### src/rtl/imm_encode_pipe_pkg.sv
// imm_encode_pipe_pkg
//   Shared definitions for the immediate encoder pipeline.
//   - imm_sel encodings, common to the immediate extender and the control unit
//   - RV32I major opcode constants
//   - req_t: one encode request (format, immediate, register/function fields)
//   - fits_signed(): checks that an immediate survives truncation to a signed field
package imm_encode_pipe_pkg;

  localparam logic [2:0] IMM_I = 3'b000;
  localparam logic [2:0] IMM_S = 3'b001;
  localparam logic [2:0] IMM_B = 3'b010;
  localparam logic [2:0] IMM_U = 3'b011;
  localparam logic [2:0] IMM_J = 3'b100;

  localparam logic [6:0] OP_LOAD   = 7'h03;
  localparam logic [6:0] OP_IMM    = 7'h13;
  localparam logic [6:0] OP_AUIPC  = 7'h17;
  localparam logic [6:0] OP_STORE  = 7'h23;
  localparam logic [6:0] OP_REG    = 7'h33;
  localparam logic [6:0] OP_LUI    = 7'h37;
  localparam logic [6:0] OP_BRANCH = 7'h63;
  localparam logic [6:0] OP_JALR   = 7'h67;
  localparam logic [6:0] OP_JAL    = 7'h6F;

  typedef struct packed {
    logic [2:0]  sel;
    logic [31:0] imm;
    logic [6:0]  opcode;
    logic [4:0]  rd;
    logic [2:0]  funct3;
    logic [4:0]  rs1;
    logic [4:0]  rs2;
  } req_t;

  // True when v[31:msb] are all copies of the sign bit, i.e. v fits in a
  // signed field whose top bit is v[msb].
  function automatic logic fits_signed(input logic [31:0] v, input int msb);
    logic ok;
    ok = 1'b1;
    for (int i = 0; i < 32; i++) begin
      if (i >= msb && v[i] != v[31]) ok = 1'b0;
    end
    return ok;
  endfunction

endpackage

### src/rtl/imm_encode_pipe_if.sv
// imm_encode_pipe_if
//   Request and response handshake bundle of the immediate encoder.
//   Request : in_valid/in_ready, imm_sel, imm, opcode, rd, funct3, rs1, rs2
//   Response: out_valid/out_ready, instr, range_err
//   master = request producer / response consumer, slave = the encoder.
interface imm_encode_pipe_if;
  logic        in_valid;
  logic        in_ready;
  logic [2:0]  imm_sel;
  logic [31:0] imm;
  logic [6:0]  opcode;
  logic [4:0]  rd;
  logic [2:0]  funct3;
  logic [4:0]  rs1;
  logic [4:0]  rs2;
  logic        out_valid;
  logic        out_ready;
  logic [31:0] instr;
  logic        range_err;

  modport master (
    output in_valid, imm_sel, imm, opcode, rd, funct3, rs1, rs2, out_ready,
    input  in_ready, out_valid, instr, range_err
  );

  modport slave (
    input  in_valid, imm_sel, imm, opcode, rd, funct3, rs1, rs2, out_ready,
    output in_ready, out_valid, instr, range_err
  );
endinterface

### src/rtl/imm_pack_comb.sv
// imm_pack_comb
//   Purely combinational RV32I immediate packer.
//   req   in  : format select, immediate and register/function fields
//   instr out : packed instruction word (instr[6:0] is always the opcode)
//   err   out : immediate not representable in the format, or invalid select
//   On err the word still carries the truncated immediate bits.
module imm_pack_comb
  import imm_encode_pipe_pkg::*;
(
  input  req_t        req,
  output logic [31:0] instr,
  output logic        err
);

  // NOTE: every output gets a default before the case so no path leaves it
  // unassigned; that is what keeps this block from inferring latches.
  always_comb begin
    instr = {25'b0, req.opcode};
    err   = 1'b1;
    unique case (req.sel)
      IMM_I: begin
        instr = {req.imm[11:0], req.rs1, req.funct3, req.rd, req.opcode};
        err   = !fits_signed(req.imm, 11);
      end
      IMM_S: begin
        instr = {req.imm[11:5], req.rs2, req.rs1, req.funct3, req.imm[4:0], req.opcode};
        err   = !fits_signed(req.imm, 11);
      end
      IMM_B: begin
        instr = {req.imm[12], req.imm[10:5], req.rs2, req.rs1, req.funct3,
                 req.imm[4:1], req.imm[11], req.opcode};
        err   = req.imm[0] || !fits_signed(req.imm, 12);
      end
      IMM_U: begin
        instr = {req.imm[31:12], req.rd, req.opcode};
        err   = |req.imm[11:0];
      end
      IMM_J: begin
        instr = {req.imm[20], req.imm[10:1], req.imm[11], req.imm[19:12], req.rd, req.opcode};
        err   = req.imm[0] || !fits_signed(req.imm, 20);
      end
      default: ;
    endcase
  end

endmodule

### src/rtl/imm_encode_pipe.sv
// imm_encode_pipe
//   Two-stage valid/ready pipeline packing an immediate plus register and
//   function fields into an RV32I instruction word.
//   clk     in  : rising-edge clock
//   rst     in  : synchronous active-high reset, drops all in-flight requests
//   bus     if  : slave side of imm_encode_pipe_if (request in, instr out)
//   err_cnt out : saturating count of erroneous words that entered stage 2
//   S1 holds the raw request; S2 holds the packed word and drives the bus.
module imm_encode_pipe
  import imm_encode_pipe_pkg::*;
#(
  parameter int ERR_CNT_W = 8
) (
  input  logic                 clk,
  input  logic                 rst,
  imm_encode_pipe_if.slave     bus,
  output logic [ERR_CNT_W-1:0] err_cnt
);

  req_t        s1_req;
  logic        s1_valid;
  logic        out_valid_q;
  logic [31:0] instr_q;
  logic        range_err_q;
  logic [31:0] pack_instr;
  logic        pack_err;
  logic        s2_free;
  logic        accept;

  // S2 can load when empty or when its word leaves this cycle; out_ready is
  // allowed to reach in_ready combinationally, in_valid never is.
  assign s2_free      = !out_valid_q || bus.out_ready;
  assign bus.in_ready = !s1_valid || s2_free;
  assign accept       = bus.in_valid && bus.in_ready;

  assign bus.out_valid = out_valid_q;
  assign bus.instr     = instr_q;
  assign bus.range_err = range_err_q;

  imm_pack_comb u_pack (
    .req   (s1_req),
    .instr (pack_instr),
    .err   (pack_err)
  );

  // NOTE: the S1 payload is qualified by s1_valid, so it is deliberately left
  // out of reset; only control state and the visible outputs are cleared.
  always_ff @(posedge clk) begin
    if (accept) begin
      s1_req <= '{sel: bus.imm_sel, imm: bus.imm, opcode: bus.opcode, rd: bus.rd,
                  funct3: bus.funct3, rs1: bus.rs1, rs2: bus.rs2};
    end
  end

  always_ff @(posedge clk) begin
    if (rst) begin
      s1_valid    <= 1'b0;
      out_valid_q <= 1'b0;
      instr_q     <= '0;
      range_err_q <= 1'b0;
      err_cnt     <= '0;
    end else begin
      if (bus.in_ready) s1_valid <= bus.in_valid;
      if (s2_free) begin
        out_valid_q <= s1_valid;
        if (s1_valid) begin
          instr_q     <= pack_instr;
          range_err_q <= pack_err;
          // Counted on entry to S2, independent of when the consumer takes it.
          if (pack_err && !(&err_cnt)) err_cnt <= err_cnt + 1'b1;
        end
      end
    end
  end

endmodule

### src/flat_wrapper.sv
// flat-port wrapper written by rule: the top's interface ports become plain ports
module imm_encode_pipe_flat import imm_encode_pipe_pkg::*;
#(
  parameter int ERR_CNT_W = 8
)
  (clk, rst, err_cnt, bus_in_valid, bus_imm_sel, bus_imm, bus_opcode, bus_rd, bus_funct3, bus_rs1, bus_rs2, bus_out_ready, bus_in_ready, bus_out_valid, bus_instr, bus_range_err);
  imm_encode_pipe_if bus_i ();
  input  logic clk;
  input  logic rst;
  output logic [ERR_CNT_W-1:0] err_cnt;
  input wire logic [$bits(bus_i.in_valid)-1:0] bus_in_valid;
  input wire logic [$bits(bus_i.imm_sel)-1:0] bus_imm_sel;
  input wire logic [$bits(bus_i.imm)-1:0] bus_imm;
  input wire logic [$bits(bus_i.opcode)-1:0] bus_opcode;
  input wire logic [$bits(bus_i.rd)-1:0] bus_rd;
  input wire logic [$bits(bus_i.funct3)-1:0] bus_funct3;
  input wire logic [$bits(bus_i.rs1)-1:0] bus_rs1;
  input wire logic [$bits(bus_i.rs2)-1:0] bus_rs2;
  input wire logic [$bits(bus_i.out_ready)-1:0] bus_out_ready;
  output wire logic [$bits(bus_i.in_ready)-1:0] bus_in_ready;
  output wire logic [$bits(bus_i.out_valid)-1:0] bus_out_valid;
  output wire logic [$bits(bus_i.instr)-1:0] bus_instr;
  output wire logic [$bits(bus_i.range_err)-1:0] bus_range_err;
  assign bus_i.in_valid = bus_in_valid;
  assign bus_i.imm_sel = bus_imm_sel;
  assign bus_i.imm = bus_imm;
  assign bus_i.opcode = bus_opcode;
  assign bus_i.rd = bus_rd;
  assign bus_i.funct3 = bus_funct3;
  assign bus_i.rs1 = bus_rs1;
  assign bus_i.rs2 = bus_rs2;
  assign bus_i.out_ready = bus_out_ready;
  assign bus_in_ready = bus_i.in_ready;
  assign bus_out_valid = bus_i.out_valid;
  assign bus_instr = bus_i.instr;
  assign bus_range_err = bus_i.range_err;
  imm_encode_pipe #(.ERR_CNT_W(ERR_CNT_W)) u_core (.clk(clk), .rst(rst), .bus(bus_i), .err_cnt(err_cnt));
endmodule
### config.mk
export PLATFORM = sky130hd
export DESIGN_NAME = imm_encode_pipe_flat
export DESIGN_NICKNAME = d
export VERILOG_FILES = /design/src/rtl/imm_encode_pipe_pkg.sv /design/src/rtl/imm_encode_pipe_if.sv /design/src/rtl/imm_pack_comb.sv /design/src/rtl/imm_encode_pipe.sv /design/src/flat_wrapper.sv
export SDC_FILE = /design/constraint.sdc
export NUM_CORES = 1
export LEC_CHECK = 0
export BUFFER_PORTS_ARGS = -buffer_cell sky130_fd_sc_hd__buf_2
export CAP_MARGIN = 10
export CELL_PAD_IN_SITES_DETAIL_PLACEMENT = 0
export CELL_PAD_IN_SITES_GLOBAL_PLACEMENT = 2
export CORE_AREA = 2 2 123 125
export CTS_BUF_LIST = sky130_fd_sc_hd__clkbuf_4
export DETAILED_ROUTE_END_ITERATION = 7
export DIE_AREA = 0 0 125 127
export MAX_ROUTING_LAYER = met4
export PLACE_DENSITY = 0.79
export SLEW_MARGIN = 30
export SYNTH_ARGS = -nofsm -noshare
export SYNTH_HDL_FRONTEND = slang
export SYNTH_SLANG_ARGS = --single-unit
### constraint.sdc
create_clock -name clk -period 3.3 [get_ports clk]
set_input_delay 0.165 -clock clk [delete_from_list [all_inputs] [get_ports clk]]
set_output_delay 0.165 -clock clk [all_outputs]
set_load 0.01 [all_outputs]
==> results.yml, run 1 <==
run_status:
  status: "completed"
logic_synthesis:
  synth_area_leaders: "edfxtp_1 (42%), dfxtp_1 (20%), nor2_1 (3.8%)"
  yosysTopAreaCell: "edfxtp_1"
  synth_edf_count: 60
  synth_top_flop_cell: "edfxtp_1"
  synth.distinct_cells: 42
  synth_common_cells: "edfxtp_1 (60), dfxtp_1 (43), nor2_1 (43), nand2_1 (36), a21oi_1 (20)"
  synth_area_mm2: 0.00428
  synth-seq-cells: 103
  syn_inst: 385
  yosysMostFrequentCell: "edfxtp_1"
  synth_warnings: 0
  syn-mean-instance-area_um2: 11.1
  synth_top_area_share: 0.421
  async_reset_ff_frac: 0
  yosysSeqAreaShare: 0.621
  synth_nets: 450
global_routing:
  antenna_found_initial: 1
  groute.usage.overall: 0.150
  grt-ovfl-total: 0
  grt_pass1_vias: 3465
  grt_pass1_wl_um: 18200
  grt_max_degree: 57
final_layout:
  final.fill_count: 1450
  fin_nets: 608
  syn2layout_area_growth_pct: 34.3
  final_util: 0.399
  drive_above_1_share: 0.257
  regArea_mm2: 0.00266
  stdcell_count: 733
  multi_input_area_mm2: 0.00152
clock_tree:
  clkLatencyLatePin_ns: 0.47
  clockBufferDepth: 2
  cts-resized-gates: 0
  cts-root-buf: "clkbuf_4"
  hold_buffers: 62
  clk_pin_slew_ns: 0.14
  post_cts_buffers: 0
  htree_levels: 3
  cts_buffers: 9
  cts_tree: "done"
  clock-sinks: 103
power:
  ir_drop_uv: 136
  combPwrFrac: 0.134
  p_per_area_mw_per_mm2: 428
  switching_share: 0.251
  p_sw_mw: 0.619
  p_int_mw: 1.84
  p_seq_frac: 0.605
  leakage_nw: 2.24
  p_clk_frac: 0.261
setup_path:
  reg2regPathDepth: 7
  critPathMaxStageDelay_ns: 0.52
  cpMaxStageDelayCell: "edfxtp_1"
  critPathRequiredTime_ns: 3.67
  start_kind: "register"
  cp-end-kind: "register"
  cp_cell_sequence: "nand2_1, or3_1, a222oi_1, o31ai_1, a211oi_4, nor3_2, mux2_1"
  cp_max_fo: 9
  crit_arrival_ns: 2.94
  worstSetupPathType: "register to register"
place:
  finalWeightedCongestion: 0.835
  hpwl_um: 7950
  placed_cells: 654
  portBuffers: 106
detailed_routing:
  dr_total_vias: 3534
  wl_um: 11400
  ant_nets: 0
  viasPerCell: 4.82
  drt_pre_antenna_iters: 4
  wl_per_cell_um: 15.5
  drtIter0Drc: 231
  drc: 0
hold_path:
  hold_depth: 2
  hp-class: "input pin to register"
sta:
  hold_slack_ns: 0.296
  skew_ns: 0.0194
  max_freq_ghz: 0.390
  slew_headroom: 0.398
  min_period_ns: 2.57
  worst_pin_slew_ns: 0.903
  finalHoldViolations: 0
  rsz0062_at_grt: "no"
  drv_slew: 0
  setup_tns_ns: 0
  min_period_over_period: 0.777
  setup_viol: 0
floorplanning:
  die_h_um: 127
  die_area_mm2: 0.0159
  io_pins: 107
  fp.coreArea_mm2: 0.0144
  start_util: 0.297
  dieWidth_um: 125
  rows: 44
run:
  drv_cap: 0
## metrics by stage
step	power, mW	cell area, um2	setup WS [ns]
detailed placement	1.80	5000	0.775
finish	2.46	5760	0.734
global placement	1.79	5000	0.832
global route	2.59	5760	0.504
floorplan	1.67	4280	0.810
CTS	2.50	5750	0.760
## per-layer routing
metal | wire (um) | share of wire | GRT usage | up-vias
met3 | 511 | 0.045 | 0.0310 | 18
met1 | 5680 | 0.50 | 0.203 | 1668
li1 | - | - | - | 1747
met5 | 0 | 0 | - | -
met4 | 228 | 0.020 | 0.0765 | 0
met2 | 4980 | 0.44 | 0.215 | 101
## cells by family (layout without fill, tap and decap cells)
family / Yosys count / in the layout / synth area share
xor+xnor: 1 / 1 / 0.00204
simple gates: 143 / 143 / 0.159
other cells: 0 / 1 / 0
flops: 103 / 103 / 0.621
fa+ha+maj: 1 / 1 / 0.00292
buf+inv: 29 / 192 / 0.0266
compound gates: 91 / 91 / 0.144
mux: 17 / 17 / 0.0444
## critical path: cells and delay by family, from the launching register on
kind | cells | cell delay, ns
mux | 1 | 0.35
flops | 1 | 0.52
simple gates | 3 | 0.60
compound gates | 3 | 1.00
## cell usage in the layout, fill, tap and decap left out, types with 2 or more instances in the layout
cell type / Yosys / routed
a211oi_1: 3 / 3
a21oi_1: 20 / 20
a221oi_1: 5 / 5
a22oi_1: 18 / 18
and3_1: 2 / 2
buf_2: 1 / 106
buf_4: 1 / 4
clkbuf_4: 0 / 11
clkinv_2: 0 / 3
dfxtp_1: 43 / 43
dlygate4sd3_1: 0 / 62
edfxtp_1: 60 / 60
inv_1: 3 / 3
mux2_1: 6 / 6
mux2_2: 10 / 10
nand2_1: 36 / 36
nand2b_1: 6 / 6
nand3_1: 9 / 9
nand4_1: 4 / 4
nor2_1: 43 / 43
nor2b_1: 16 / 15
nor3_1: 11 / 11
nor4_1: 7 / 7
o211ai_1: 10 / 10
o21ai_0: 19 / 19
o221ai_1: 8 / 8
or3_1: 3 / 3
## layout make-up
class	instances	share of cell area
Sequential cell	103	0.463
Tap cell	184	0.0400
Multi-Input combinational cell	253	0.263
Clock buffer	11	0.0143
Timing Repair Buffer	173	0.209
Inverter	3	0.00196
Antenna cell	1	0.000435
Clock inverter	5	0.00848
## registers in the layout, indices dropped and copies added (netlist names)
name and cells:
u_core.err_cnt 8, u_core.bus.range_err 1, u_core.s1_valid 1, u_core.bus.out_valid 1, u_core.s1_req 60, u_core.bus.instr 32
## power groups by stage
| stage | logic [mW] | registers, mW | clock network (mW) |
|---|---|---|---|
| after floorplan | 0.151 | 1.52 | 0 |
| after global placement | 0.274 | 1.52 | 0 |
| after detailed placement | 0.276 | 1.52 | 0 |
| after CTS | 0.333 | 1.49 | 0.679 |
| after global routing | 0.367 | 1.50 | 0.721 |
| final | 0.329 | 1.49 | 0.643 |
## path summary, 6_finish.rpt
kind         slack (ns)                                to                        startpoint
max reg2reg        0.73    u_core.err_cnt[0]$_SDFFE_PP0P_       u_core.s1_req[56]$_DFFE_PP_
min                0.30      u_core.s1_valid$_SDFFE_PP0N_                               rst
max                0.73    u_core.err_cnt[0]$_SDFFE_PP0P_       u_core.s1_req[56]$_DFFE_PP_
min reg2reg        0.46  u_core.bus.instr[0]$_SDFFE_PP0P_  u_core.bus.instr[0]$_SDFFE_PP0P_
Note: power is estimated with default switching activity, not from simulation.
==> inputs of run 2 (changes only) <==
==> constraint.sdc (replaced) <==
create_clock -name clk -period 2.4 [get_ports clk]
set_input_delay 0.12 -clock clk [delete_from_list [all_inputs] [get_ports clk]]
set_output_delay 0.12 -clock clk [all_outputs]
set_load 0.01 [all_outputs]
==> results.yml, run 2 (synthesized netlist as in run 1, its figures left out) <==
place:
  portBuffers: 106
  placed_cells: 664
  finalWeightedCongestion: 0.818
  place_ws_ns: -0.108
  hpwl_um: 7950
run_status:
  status: "completed"
final_layout:
  final_util: 0.407
  fin_nets: 621
  largest_reg_flops: 60
  mostFrequentLayoutCells: "buf_2 (106), dlygate4sd3_1 (62), edfxtp_1 (60)"
  syn2layout_area_growth_pct: 37.1
  stdcell_count: 745
  diodes: 0
  regMostFlops: "u_core.s1_req"
  drive_above_1_share: 0.278
  final_common_cell: "buf_2"
detailed_routing:
  wl_per_cell_um: 15.4
  ant_nets: 0
  dr_total_vias: 3553
  viasPerCell: 4.77
  wl_um: 11400
  drc: 0
  drt_pre_antenna_iters: 5
  drtIter0Drc: 240
clock_tree:
  htree_levels: 3
  clkLatencyLatePin_ns: 0.47
  cts_buffers: 9
  cts-root-buf: "clkbuf_4"
  clockBufferDepth: 2
  clock-sinks: 103
  clk_pin_slew_ns: 0.15
  cts_tree: "done"
sta:
  worst_pin_slew_ns: 0.796
  final.setup.worst_slack_ns: 0.0843
  min_period_over_period: 0.965
  rsz0062_at_grt: "yes"
  skew_ns: 0.0183
  max_freq_ghz: 0.432
  slew_headroom: 0.470
  drv_slew: 0
  min_period_ns: 2.32
  hold_slack_ns: 0.0889
  finalHoldViolations: 0
  setup_viol: 0
power:
  ir_drop_uv: 189
  p_per_area_mw_per_mm2: 585
  leakage_nw: 2.30
  power_mw: 3.44
floorplanning:
  fp.coreArea_mm2: 0.0144
  io_pins: 107
  rows: 44
  dieWidth_um: 125
  start_util: 0.297
  die_h_um: 127
  die_area_mm2: 0.0159
global_routing:
  grt_max_degree: 61
  grt-ovfl-total: 0
  grt_pass1_vias: 3480
  grt_pass1_wl_um: 18100
  antenna_found_initial: 0
  groute.usage.overall: 0.150
hold_path:
  hp-class: "input pin to register"
run:
  drv_cap: 0
setup_path:
  crit_arrival_ns: 2.69
  critPathRequiredTime_ns: 2.77
  cp-end-kind: "register"
  worstSetupPathType: "register to register"
  start_kind: "register"
  cp_max_fo: 7
## run 2: cell type report
cell class	instances	area, um2
tap	184	230
inverter	3	11.3
clock buffer	12	90.1
clock inverter	4	46.3
timing repair buffer	186	1310
multi-input combinational	253	1520
fill	1421	8550
sequential	103	2660
## run 2: worst max-delay path, cell delays in order (launching register included)
cell and delay, ns:
edfxtp_1 0.42, nand4_1 0.12, or3_1 0.42, a222oi_1 0.35
o31ai_1 0.15, a211oi_4 0.23, buf_12 0.16, nor3_2 0.05
mux2_1 0.32
## run 2: final timing paths
check | endpoint | start | cells after the start | slack, ns
worst max-delay path | u_core.err_cnt[0]$_SDFFE_PP0P_ | u_core.s1_req[53]$_DFFE_PP_ | 8 | 0.08
worst min-delay path | u_core.s1_valid$_SDFFE_PP0N_ | rst | 2 | 0.09
worst min register to register | u_core.bus.instr[5]$_SDFFE_PP0P_ | u_core.bus.instr[5]$_SDFFE_PP0P_ | 2 | 0.46
worst max register to register | u_core.err_cnt[0]$_SDFFE_PP0P_ | u_core.s1_req[53]$_DFFE_PP_ | 8 | 0.08
## run 2: metal layers
layer / vias up / routed length, um / GRT usage
met5: - / 0 / -
li1: 1776 / - / -
met1: 1645 / 5380 / 0.196
met2: 113 / 5200 / 0.228
met3: 19 / 541 / 0.0268
met4: 0 / 327 / 0.0706
## run 2: through the flow
step | area (um2) | TNS [ns]
final | 5870 | 0
after detailed placement | 5080 | -0.614
after global placement | 5080 | -0.000700
after floorplan | 4290 | 0
after CTS | 5850 | 0
after global routing | 5870 | -0.332
## run 2: power breakdown
group | internal (mW) | switching (mW) | leakage (nW)
combinational | 0.241 | 0.235 | 1.28
sequential | 1.98 | 0.0700 | 0.939
clock | 0.350 | 0.561 | 0.0776
total | 2.57 | 0.866 | 2.30
## run 2: repair_timing
| action | 4_1_cts | 5_1_grt |
|---|---|---|
| buffers inserted | 1 | 2 |
| endpoints found under the hold margin | 62 | 0 |
| hold buffers | 62 | 0 |
| pin swaps | 1 | 1 |
| setup endpoints to repair | 7 | 7 |
| resized for setup | 0 | 1 |
